==> config.mk <==
export PLATFORM = sky130hd
export DESIGN_NAME = pipe_hazard_ctrl_flat
export DESIGN_NICKNAME = d
export VERILOG_FILES = /design/src/rtl/pipe_hazard_ctrl_if.sv /design/src/rtl/pipe_hazard_ctrl.sv /design/src/flat_wrapper.sv
export SDC_FILE = /design/constraint.sdc
export NUM_CORES = 1
export LEC_CHECK = 0
export CAP_MARGIN = 10
export CORE_ASPECT_RATIO = 1.5
export CORE_MARGIN = 2
export CORE_UTILIZATION = 40
export CTS_CLUSTER_DIAMETER = 150
export DETAILED_ROUTE_END_ITERATION = 12
export GPL_TIMING_DRIVEN = 0
export PLACE_DENSITY = 0.68
export SYNTH_ARGS = -nofsm -noshare
export SYNTH_HDL_FRONTEND = slang
export SYNTH_SLANG_ARGS = --single-unit
==> constraint.sdc <==
create_clock -name clk_cpu -period 3.9 [get_ports clk_cpu]
set_input_delay 0.975 -clock clk_cpu [delete_from_list [all_inputs] [get_ports clk_cpu]]
set_output_delay 0.975 -clock clk_cpu [all_outputs]
set_load 0.02 [all_outputs]
==> src/rtl/pipe_hazard_ctrl_if.sv <==
// ---------------------------------------------------------------------------
// pipe_hazard_ctrl_if
// Bundle of pipeline-facing signals between the five-stage datapath and the
// hazard controller.
//   master : pipeline side. Drives the stage observations and reads back the
//            hold/flush enables, FSM state, error flag and counters.
//   slave  : hazard controller side (the mirror of master).
// Parameter CNT_W sets the width of the stall and retire counters and must
// match the CNT_W of the controller it is connected to.
// ---------------------------------------------------------------------------
interface pipe_hazard_ctrl_if #(
    parameter int CNT_W = 32
);
    // ID stage
    logic [4:0]       rs1_id;
    logic [4:0]       rs2_id;
    logic             rs1_re_id;
    logic             rs2_re_id;
    // EX stage
    logic [4:0]       rd_ex;
    logic             rd_we_ex;
    logic [1:0]       wd_sel_ex;
    logic             branch_taken_ex;
    // MEM stage / data memory handshake
    logic             mem_req;
    logic             mem_ready;
    // Misc
    logic             halt_req;
    logic             have_inst_wb;
    // Pipeline register controls
    logic             stall_pc;
    logic             stall_if_id;
    logic             stall_id_ex;
    logic             stall_ex_mem;
    logic             flush_if_id;
    logic             flush_id_ex;
    logic             bubble_mem_wb;
    // Status and performance readout
    logic [1:0]       state;
    logic             mem_err;
    logic [CNT_W-1:0] stall_cnt;
    logic [CNT_W-1:0] retire_cnt;

    modport master (
        output rs1_id, rs2_id, rs1_re_id, rs2_re_id,
        output rd_ex, rd_we_ex, wd_sel_ex, branch_taken_ex,
        output mem_req, mem_ready, halt_req, have_inst_wb,
        input  stall_pc, stall_if_id, stall_id_ex, stall_ex_mem,
        input  flush_if_id, flush_id_ex, bubble_mem_wb,
        input  state, mem_err, stall_cnt, retire_cnt
    );

    modport slave (
        input  rs1_id, rs2_id, rs1_re_id, rs2_re_id,
        input  rd_ex, rd_we_ex, wd_sel_ex, branch_taken_ex,
        input  mem_req, mem_ready, halt_req, have_inst_wb,
        output stall_pc, stall_if_id, stall_id_ex, stall_ex_mem,
        output flush_if_id, flush_id_ex, bubble_mem_wb,
        output state, mem_err, stall_cnt, retire_cnt
    );
endinterface

==> src/rtl/pipe_hazard_ctrl.sv <==
// ---------------------------------------------------------------------------
// pipe_hazard_ctrl
// Central stall/flush controller for the five-stage RISC-V pipeline. Handles
// load-use interlocks, taken-branch squashes and multi-cycle data-memory
// waits with a timeout that halts the core, and keeps saturating stall and
// retire counters.
// Ports:
//   clk_cpu   : CPU clock, all state changes on the rising edge
//   rst_cpu_n : synchronous active-low reset
//   hz        : pipe_hazard_ctrl_if.slave - stage observations in, hold/flush
//               enables, FSM state (RUN=0, MEM_WAIT=1, HALT=2), sticky
//               mem_err and the stall/retire counters out
// Parameters:
//   MEM_TIMEOUT : consecutive memory-stall cycles before HALT (>= 2)
//   WAIT_W      : wait counter width, 2**WAIT_W > MEM_TIMEOUT
//   CNT_W       : stall/retire counter width
// ---------------------------------------------------------------------------
`ifndef DRAM
`define DRAM 2'd1
`endif

module pipe_hazard_ctrl #(
    parameter int MEM_TIMEOUT = 16,
    parameter int WAIT_W      = 8,
    parameter int CNT_W       = 32
) (
    input  logic                 clk_cpu,
    input  logic                 rst_cpu_n,
    pipe_hazard_ctrl_if.slave    hz
);

    typedef enum logic [1:0] {
        RUN      = 2'd0,
        MEM_WAIT = 2'd1,
        HALT     = 2'd2
    } state_t;

    state_t             state_q;
    logic [WAIT_W-1:0]  wait_cnt;
    logic               mem_err_q;
    logic [CNT_W-1:0]   stall_cnt_q;
    logic [CNT_W-1:0]   retire_cnt_q;

    logic load_use;
    logic mem_stall;
    logic stall_pc, stall_if_id, stall_id_ex, stall_ex_mem;
    logic flush_if_id, flush_id_ex, bubble_mem_wb;

    // x0 never carries a real dependency, so a load into x0 is ignored.
    assign load_use = hz.rd_we_ex && (hz.wd_sel_ex == `DRAM) && (hz.rd_ex != 5'd0) &&
                      ((hz.rs1_re_id && (hz.rs1_id == hz.rd_ex)) ||
                       (hz.rs2_re_id && (hz.rs2_id == hz.rd_ex)));

    assign mem_stall = (state_q != HALT) && hz.mem_req && !hz.mem_ready;

    // Zero-latency control outputs so the pipeline registers act on the same
    // edge. A memory stall freezes EX, so any branch or load-use in EX waits
    // until the access completes; a taken branch beats load-use because the
    // ID instruction is on the wrong path anyway.
    always_comb begin
        stall_pc      = 1'b0;
        stall_if_id   = 1'b0;
        stall_id_ex   = 1'b0;
        stall_ex_mem  = 1'b0;
        flush_if_id   = 1'b0;
        flush_id_ex   = 1'b0;
        bubble_mem_wb = 1'b0;
        if (!rst_cpu_n) begin
            flush_if_id   = 1'b1;
            flush_id_ex   = 1'b1;
            bubble_mem_wb = 1'b1;
        end else if (state_q == HALT || mem_stall) begin
            stall_pc      = 1'b1;
            stall_if_id   = 1'b1;
            stall_id_ex   = 1'b1;
            stall_ex_mem  = 1'b1;
            bubble_mem_wb = 1'b1;
        end else if (hz.branch_taken_ex) begin
            flush_if_id   = 1'b1;
            flush_id_ex   = 1'b1;
        end else if (load_use) begin
            stall_pc      = 1'b1;
            stall_if_id   = 1'b1;
            flush_id_ex   = 1'b1;
        end
    end

    // FSM plus counters. wait_cnt holds the number of stall cycles already
    // spent in the current access, so the timeout fires on the edge closing
    // the MEM_TIMEOUT-th stall cycle. HALT is left only through reset.
    always_ff @(posedge clk_cpu) begin
        if (!rst_cpu_n) begin
            state_q      <= RUN;
            wait_cnt     <= '0;
            mem_err_q    <= 1'b0;
            stall_cnt_q  <= '0;
            retire_cnt_q <= '0;
        end else begin
            case (state_q)
                RUN: begin
                    if (hz.halt_req) begin
                        state_q <= HALT;
                    end else if (mem_stall) begin
                        state_q  <= MEM_WAIT;
                        wait_cnt <= WAIT_W'(1);
                    end
                end
                MEM_WAIT: begin
                    if (hz.halt_req) begin
                        state_q <= HALT;
                    end else if (mem_stall) begin
                        if (wait_cnt == WAIT_W'(MEM_TIMEOUT - 1)) begin
                            state_q   <= HALT;
                            mem_err_q <= 1'b1;
                        end else begin
                            wait_cnt <= wait_cnt + WAIT_W'(1);
                        end
                    end else begin
                        state_q  <= RUN;
                        wait_cnt <= '0;
                    end
                end
                HALT: begin
                    state_q <= HALT;
                end
                default: begin
                    state_q  <= RUN;
                    wait_cnt <= '0;
                end
            endcase

            if (stall_pc && (state_q != HALT) && (stall_cnt_q != '1))
                stall_cnt_q <= stall_cnt_q + CNT_W'(1);
            if (hz.have_inst_wb && (retire_cnt_q != '1))
                retire_cnt_q <= retire_cnt_q + CNT_W'(1);
        end
    end

    assign hz.stall_pc      = stall_pc;
    assign hz.stall_if_id   = stall_if_id;
    assign hz.stall_id_ex   = stall_id_ex;
    assign hz.stall_ex_mem  = stall_ex_mem;
    assign hz.flush_if_id   = flush_if_id;
    assign hz.flush_id_ex   = flush_id_ex;
    assign hz.bubble_mem_wb = bubble_mem_wb;
    assign hz.state         = state_q;
    assign hz.mem_err       = mem_err_q;
    assign hz.stall_cnt     = stall_cnt_q;
    assign hz.retire_cnt    = retire_cnt_q;

endmodule
==> src/flat_wrapper.sv <==
// flat-port wrapper written by rule: the top's interface ports become plain ports
module pipe_hazard_ctrl_flat 
#(
    parameter int MEM_TIMEOUT = 16,
    parameter int WAIT_W      = 8,
    parameter int CNT_W       = 32
)
  (clk_cpu, rst_cpu_n, hz_rs1_id, hz_rs2_id, hz_rs1_re_id, hz_rs2_re_id, hz_rd_ex, hz_rd_we_ex, hz_wd_sel_ex, hz_branch_taken_ex, hz_mem_req, hz_mem_ready, hz_halt_req, hz_have_inst_wb, hz_stall_pc, hz_stall_if_id, hz_stall_id_ex, hz_stall_ex_mem, hz_flush_if_id, hz_flush_id_ex, hz_bubble_mem_wb, hz_state, hz_mem_err, hz_stall_cnt, hz_retire_cnt);
  pipe_hazard_ctrl_if #(.CNT_W(CNT_W)) hz_i ();
  input  logic clk_cpu;
  input  logic rst_cpu_n;
  input wire logic [$bits(hz_i.rs1_id)-1:0] hz_rs1_id;
  input wire logic [$bits(hz_i.rs2_id)-1:0] hz_rs2_id;
  input wire logic [$bits(hz_i.rs1_re_id)-1:0] hz_rs1_re_id;
  input wire logic [$bits(hz_i.rs2_re_id)-1:0] hz_rs2_re_id;
  input wire logic [$bits(hz_i.rd_ex)-1:0] hz_rd_ex;
  input wire logic [$bits(hz_i.rd_we_ex)-1:0] hz_rd_we_ex;
  input wire logic [$bits(hz_i.wd_sel_ex)-1:0] hz_wd_sel_ex;
  input wire logic [$bits(hz_i.branch_taken_ex)-1:0] hz_branch_taken_ex;
  input wire logic [$bits(hz_i.mem_req)-1:0] hz_mem_req;
  input wire logic [$bits(hz_i.mem_ready)-1:0] hz_mem_ready;
  input wire logic [$bits(hz_i.halt_req)-1:0] hz_halt_req;
  input wire logic [$bits(hz_i.have_inst_wb)-1:0] hz_have_inst_wb;
  output wire logic [$bits(hz_i.stall_pc)-1:0] hz_stall_pc;
  output wire logic [$bits(hz_i.stall_if_id)-1:0] hz_stall_if_id;
  output wire logic [$bits(hz_i.stall_id_ex)-1:0] hz_stall_id_ex;
  output wire logic [$bits(hz_i.stall_ex_mem)-1:0] hz_stall_ex_mem;
  output wire logic [$bits(hz_i.flush_if_id)-1:0] hz_flush_if_id;
  output wire logic [$bits(hz_i.flush_id_ex)-1:0] hz_flush_id_ex;
  output wire logic [$bits(hz_i.bubble_mem_wb)-1:0] hz_bubble_mem_wb;
  output wire logic [$bits(hz_i.state)-1:0] hz_state;
  output wire logic [$bits(hz_i.mem_err)-1:0] hz_mem_err;
  output wire logic [$bits(hz_i.stall_cnt)-1:0] hz_stall_cnt;
  output wire logic [$bits(hz_i.retire_cnt)-1:0] hz_retire_cnt;
  assign hz_i.rs1_id = hz_rs1_id;
  assign hz_i.rs2_id = hz_rs2_id;
  assign hz_i.rs1_re_id = hz_rs1_re_id;
  assign hz_i.rs2_re_id = hz_rs2_re_id;
  assign hz_i.rd_ex = hz_rd_ex;
  assign hz_i.rd_we_ex = hz_rd_we_ex;
  assign hz_i.wd_sel_ex = hz_wd_sel_ex;
  assign hz_i.branch_taken_ex = hz_branch_taken_ex;
  assign hz_i.mem_req = hz_mem_req;
  assign hz_i.mem_ready = hz_mem_ready;
  assign hz_i.halt_req = hz_halt_req;
  assign hz_i.have_inst_wb = hz_have_inst_wb;
  assign hz_stall_pc = hz_i.stall_pc;
  assign hz_stall_if_id = hz_i.stall_if_id;
  assign hz_stall_id_ex = hz_i.stall_id_ex;
  assign hz_stall_ex_mem = hz_i.stall_ex_mem;
  assign hz_flush_if_id = hz_i.flush_if_id;
  assign hz_flush_id_ex = hz_i.flush_id_ex;
  assign hz_bubble_mem_wb = hz_i.bubble_mem_wb;
  assign hz_state = hz_i.state;
  assign hz_mem_err = hz_i.mem_err;
  assign hz_stall_cnt = hz_i.stall_cnt;
  assign hz_retire_cnt = hz_i.retire_cnt;
  pipe_hazard_ctrl #(.MEM_TIMEOUT(MEM_TIMEOUT), .WAIT_W(WAIT_W), .CNT_W(CNT_W)) u_core (.clk_cpu(clk_cpu), .rst_cpu_n(rst_cpu_n), .hz(hz_i));
endmodule
=== Yosys cells after proc, flatten, opt, wreduce, memory -nomap -nowiden ===
Index checks and enable logic that the tools add are counted.

* Add/subtract/negate cells: 3
* Bitwise operators: 2
* Multiplexer cells: 25
* Equality and inequality tests: 15
* Reductions and logical operators: 18

{| class="wikitable"
|+ Operators by type and width
! kind !! number
|-
| 32-bit by 1-bit adder with 32-bit output, second input constant || 2
|-
| 32-bit inequality test, second input constant || 2
|-
| 8-bit 2-to-1 mux || 5
|-
| 8-bit one-hot mux with 3 select lines || 1
|-
| 1-bit 2-to-1 mux || 13
|-
| 5-bit equality test || 2
|-
| 1-bit logical AND || 10
|-
| 2-bit 2-to-1 mux || 5
|-
| 8-bit by 1-bit adder with 8-bit output, second input constant || 1
|-
| 8-bit by 4-bit equality test with 1-bit output, second input constant || 1
|-
| 2-bit inequality test, second input constant || 3
|-
| 2-bit one-hot mux with 3 select lines || 1
|-
| 5-bit AND reduction || 1
|-
| 5-bit nonzero test || 1
|-
| 2-bit by 1-bit equality test with 1-bit output, second input constant || 2
|-
| 4-bit inequality test, second input constant || 1
|-
| 4-bit AND reduction || 1
|-
| 3-bit by 2-bit inequality test with 1-bit output, second input constant || 1
|-
| 3-bit inequality test, second input constant || 1
|-
| 2-bit equality test, second input constant || 1
|-
| 2-bit zero test || 1
|-
| 1-bit logical OR || 2
|-
| 2-bit by 1-bit inequality test with 1-bit output, second input constant || 1
|-
| 1-bit inverter || 2
|-
| other kinds (2) || 2
|}

* Output and inout port bits: 74
* Bits in registers: 75

=== Longest topological paths before layout ===
* Word-level depth: 10
* Gate-level depth with buffers: 9
* Mapped depth without buffers: 8

=== Least setup slack after synthesis ===
No wires, ideal clock.

* Kind: input to output
* Start point: in hz_mem_ready
* End point: out hz_stall_pc
* Buffers on the path: 1
* Required time: 2.925 ns
* Setup slack: 0.816 ns
* Cell stages on the path: 4
* Arrival time: 2.109 ns
* Path through: nand2b_1 > a21oi_1 > a31o_2 > buf_4

* Longest elaborated chain between the ends: 5

{| class="wikitable"
|+ Ends and longest elaborated chain
! item !! RTL line !! source
|-
| start: declaration || flat_wrapper.sv:21 || <nowiki>input wire logic [$bits(hz_i.mem_ready)-1:0] hz_mem_ready;</nowiki>
|-
| 1-bit zero test || pipe_hazard_ctrl.sv:54 || <nowiki>assign mem_stall = (state_q != HALT) && hz.mem_req && !hz.mem_ready;</nowiki>
|-
| 1-bit logical AND || pipe_hazard_ctrl.sv:54 ||
|-
| 1-bit logical OR || pipe_hazard_ctrl.sv:72 || <nowiki>end else if (state_q == HALT || mem_stall) begin</nowiki>
|-
| 1-bit 2-to-1 mux (2 in a row) || - ||
|-
| end: declaration || flat_wrapper.sv:24 || <nowiki>output wire logic [$bits(hz_i.stall_pc)-1:0] hz_stall_pc;</nowiki>
|}

No other way between the ends.

=== Worst setup path after layout ===
* Start point: in rst_cpu_n
* End point: out hz_stall_id_ex

* Longest elaborated chain between the ends: 1

{| class="wikitable"
|+ Ends and longest elaborated chain
! item !! RTL line !! source
|-
| start: declaration || flat_wrapper.sv:11 || <nowiki>input logic rst_cpu_n;</nowiki>
|-
| 1-bit 2-to-1 mux || pipe_hazard_ctrl.sv:68 || <nowiki>if (!rst_cpu_n) begin</nowiki>
|-
| end: declaration || flat_wrapper.sv:26 || <nowiki>output wire logic [$bits(hz_i.stall_id_ex)-1:0] hz_stall_id_ex;</nowiki>
|}

No other way between the ends.

==> results.cfg <==
[min_path]
hp-start = u_core.hz.mem_err$_SDFFE_PN0P_
hold_class = register to register
holdPathEnd = u_core.hz.mem_err$_SDFFE_PN0P_
holdPathStages = 1

[sta]
slew_headroom = 0.527
tightest_slew_ns = 0.701
setup_viol = 0
fmaxAchievable_ghz = 0.267
layout_min_cycle_time_ns = 3.74
rsz0062_at_grt = no
slew_viol_final = 0
finalHoldViolations = 0
fin_skew_ns = 0.00336
period_share = 0.959
fin_setup_tns_ns = 0
fin_ws_ns = 0.160

[drt]
drc = 0
wl_per_cell_um = 15.0
vias_per_cell = 5.39
num_vias = 3641
drt_iter0_drc = 102
antenna_left = 0
first_pass_iters = 4
postRouteWirelength_mm = 10.1

[yosys]
synth.most_common_cell = dfxtp_1
synthesis.area_sq_mm = 0.00378
syn-num-nets = 478
yosys.area.top_type = dfxtp_1
synth_cell_types = 47
yosysWarnings = 0
syn_inst = 448
synth_area_leaders = dfxtp_1 40%, xnor2_1 7.4%, nor2_1 6.3%
synth-seq-cells = 75
avgSynthCellArea_sq_um = 8.45
ys_seq_area_frac = 0.397
yosys.area.top_type_share = 0.397
async_reset_ff_frac = 0
synth_edf_count = 0
synth.top_cells.by_count = 75 x dfxtp_1, 63 x nor2_1, 38 x nand3_1
synth-main-ff-cell = dfxtp_1

[power_and_ir_drop]
comb_power_share = 0.077
p_sw_uw = 385
peakVddDrop_v = 0.000278
p_per_area_mw_per_mm2 = 334
seqPwrFrac = 0.447
switching_share = 0.220
leakagePower_nw = 1.77
p_int_mw = 1.36
clkPwrFrac = 0.476

[placement]
finalWeightedCongestion = 0.827
hpwl_mm = 7.60
io_buffer_count = 100
dpl_worst_slack_ns = -0.324

[global_route]
grt_overflow_total = 0
grt_first_pass_wirelength_mm = 17.0
grt_use_total = 0.205
grt_max_degree = 12
antenna_found_initial = 0
grt_pass1_vias = 3598

[cts]
cts.sinks = 75
clock_path_buffers = 2
cts_tree = yes
clockRootBuffer = clkbuf_16
cts-buffers-inserted = 9
clk_pin_slew_ns = 0.06
h-tree-depth = 3
clk_latency_ns = 0.34
cts_setup_buffers = 0

[setup_path]
cp.required_ns = 2.92
timing.reg2reg.worst_path_depth = 8
regToRegSetupSlack_ns = 1.68
reg2reg_from = u_core.hz.stall_cnt[7]$_SDFFE_PN0P_
crit_path_start_kind = primary input
path_max_fanout = 10
cp_data_arrival_time_ns = 2.77
crit_start = rst_cpu_n
crit_path_end_kind = primary output
crit_type = primary input to primary output
r2r-end = u_core.hz.stall_cnt[1]$_SDFFE_PN0P_

[layout]
layout-drive-gt1-share = 0.0622
fin_util = 0.569
area_delta_synth_final_pct = 38.4
antenna_cells = 0
fillers = 854
layout.nets = 589

[outcome]
outcome = finished, final reports clean

[floorplan]
die_w_um = 83.4
io_pins = 101
die_area_sq_mm = 0.0103
dieHeight_um = 123
core_area_sq_mm = 0.00920
initial_core_util = 0.411
num_rows = 43

[job]
max_cap_violations = 0
==> what timing repair did <==
action                                  4_1_cts  5_1_grt
hold buffers                                  0        0
pin swaps                                     1        0
endpoints found under the setup margin        4        2
gates resized for setup                       6        4
hold endpoints to repair                      0        0
==> per-layer routing <==
metal | routed length, um | global-route usage
met5 | 0 | 0
met4 | 233 | 0.0847
met3 | 548 | 0.0534
met2 | 5300 | 0.379
met1 | 4040 | 0.223
==> critical path, cell delays in order <==
cell and delay, ns:
clkdlybuf4s50_1 0.60, inv_2 0.18, a21oi_2 0.27, buf_4 0.16
clkdlybuf4s50_1 0.59
==> worst max-delay path by stage <==
| stage | to | slack [ns] |
|---|---|---|
| finish | hz_stall_id_ex | 0.16 |
| global route | hz_stall_id_ex | 0.04 |
| CTS | hz_stall_if_id | 0.03 |
| detailed placement | hz_bubble_mem_wb | -0.32 |
| global placement | hz_bubble_mem_wb | -0.34 |
| floorplan | hz_stall_pc | 0.82 |
==> cells in the final DEF, fill, tap and decap left out, types with 2 or more instances in the layout <==
master | netlist | routed
clkdlybuf4s50_1 | 0 | 97
dfxtp_1 | 75 | 75
nor2_1 | 63 | 62
nand3_1 | 38 | 38
nand2_1 | 36 | 36
xnor2_1 | 32 | 32
xor2_1 | 21 | 21
a21oi_1 | 20 | 19
nand4_1 | 18 | 18
or3_1 | 14 | 14
and3_1 | 12 | 12
o21ai_0 | 11 | 11
nor3_1 | 10 | 10
clkbuf_16 | 0 | 9
clkbuf_1 | 8 | 8
nand2b_1 | 7 | 7
and4_1 | 7 | 7
mux2i_1 | 7 | 7
o31ai_1 | 6 | 6
nor4_1 | 5 | 5
inv_1 | 5 | 5
or4_1 | 5 | 5
o21a_1 | 5 | 5
and2_1 | 4 | 4
buf_4 | 4 | 4
nor2b_1 | 3 | 3
o211ai_1 | 3 | 3
ha_1 | 3 | 3
o21bai_1 | 2 | 2
a22oi_1 | 2 | 2
nor3b_1 | 2 | 2
o31a_1 | 2 | 2
clkbuf_8 | 0 | 2
dlygate4sd2_1 | 0 | 2
==> cell type report <==
type,instances,area [sq um],share of cell area
timing repair buffer,100,1000,0.191
multi-input combinational,354,2200,0.420
inverter,6,22.5,0.00430
clock buffer,13,260,0.0497
buffer,13,76.3,0.0146
clock inverter,2,35.0,0.00669
sequential,75,1500,0.287
tap,112,140,0.0268
==> through the flow <==
stage / power [mW] / instance area, sq um / hold WS (ns) / instances
floorplan: 0.862 / 3780 / 0.479 / 448
global placement: 0.930 / 4920 / 0.456 / 660
detailed placement: 0.932 / 4920 / 0.475 / 660
CTS: 1.76 / 5230 / 0.488 / 675
global route: 1.81 / 5240 / 0.520 / 675
finish: 1.75 / 5240 / 0.477 / 675
==> cells by family (layout without fill, tap and decap cells) <==
family          count (synthesis)  after routing  share of synthesized area
simple gates                  231            231                      0.321
flops                          75             75                      0.397
compound gates                 60             60                      0.106
xor+xnor                       53             53                      0.123
buf+inv                        19            134                     0.0248
mux                             7              7                     0.0185
fa+ha+maj                       3              3                    0.00992
==> power groups by stage <==
stage / combinational (mW) / sequential [mW] / clock [mW]
2_1_floorplan: 0.0623 / 0.799 / 0
3_3_place_gp: 0.133 / 0.796 / 0
3_5_place_dp: 0.135 / 0.797 / 0
4_1_cts: 0.137 / 0.780 / 0.845
5_1_grt: 0.147 / 0.781 / 0.882
6_report: 0.135 / 0.780 / 0.832
==> sequential cells by signal, indices dropped and copies added, names as in the netlist <==
name / cells
u_core.hz.retire_cnt: 32
u_core.hz.stall_cnt: 32
u_core.wait_cnt: 8
u_core.hz.state: 2
u_core.hz.mem_err: 1
(Power assumes the default switching activity.)
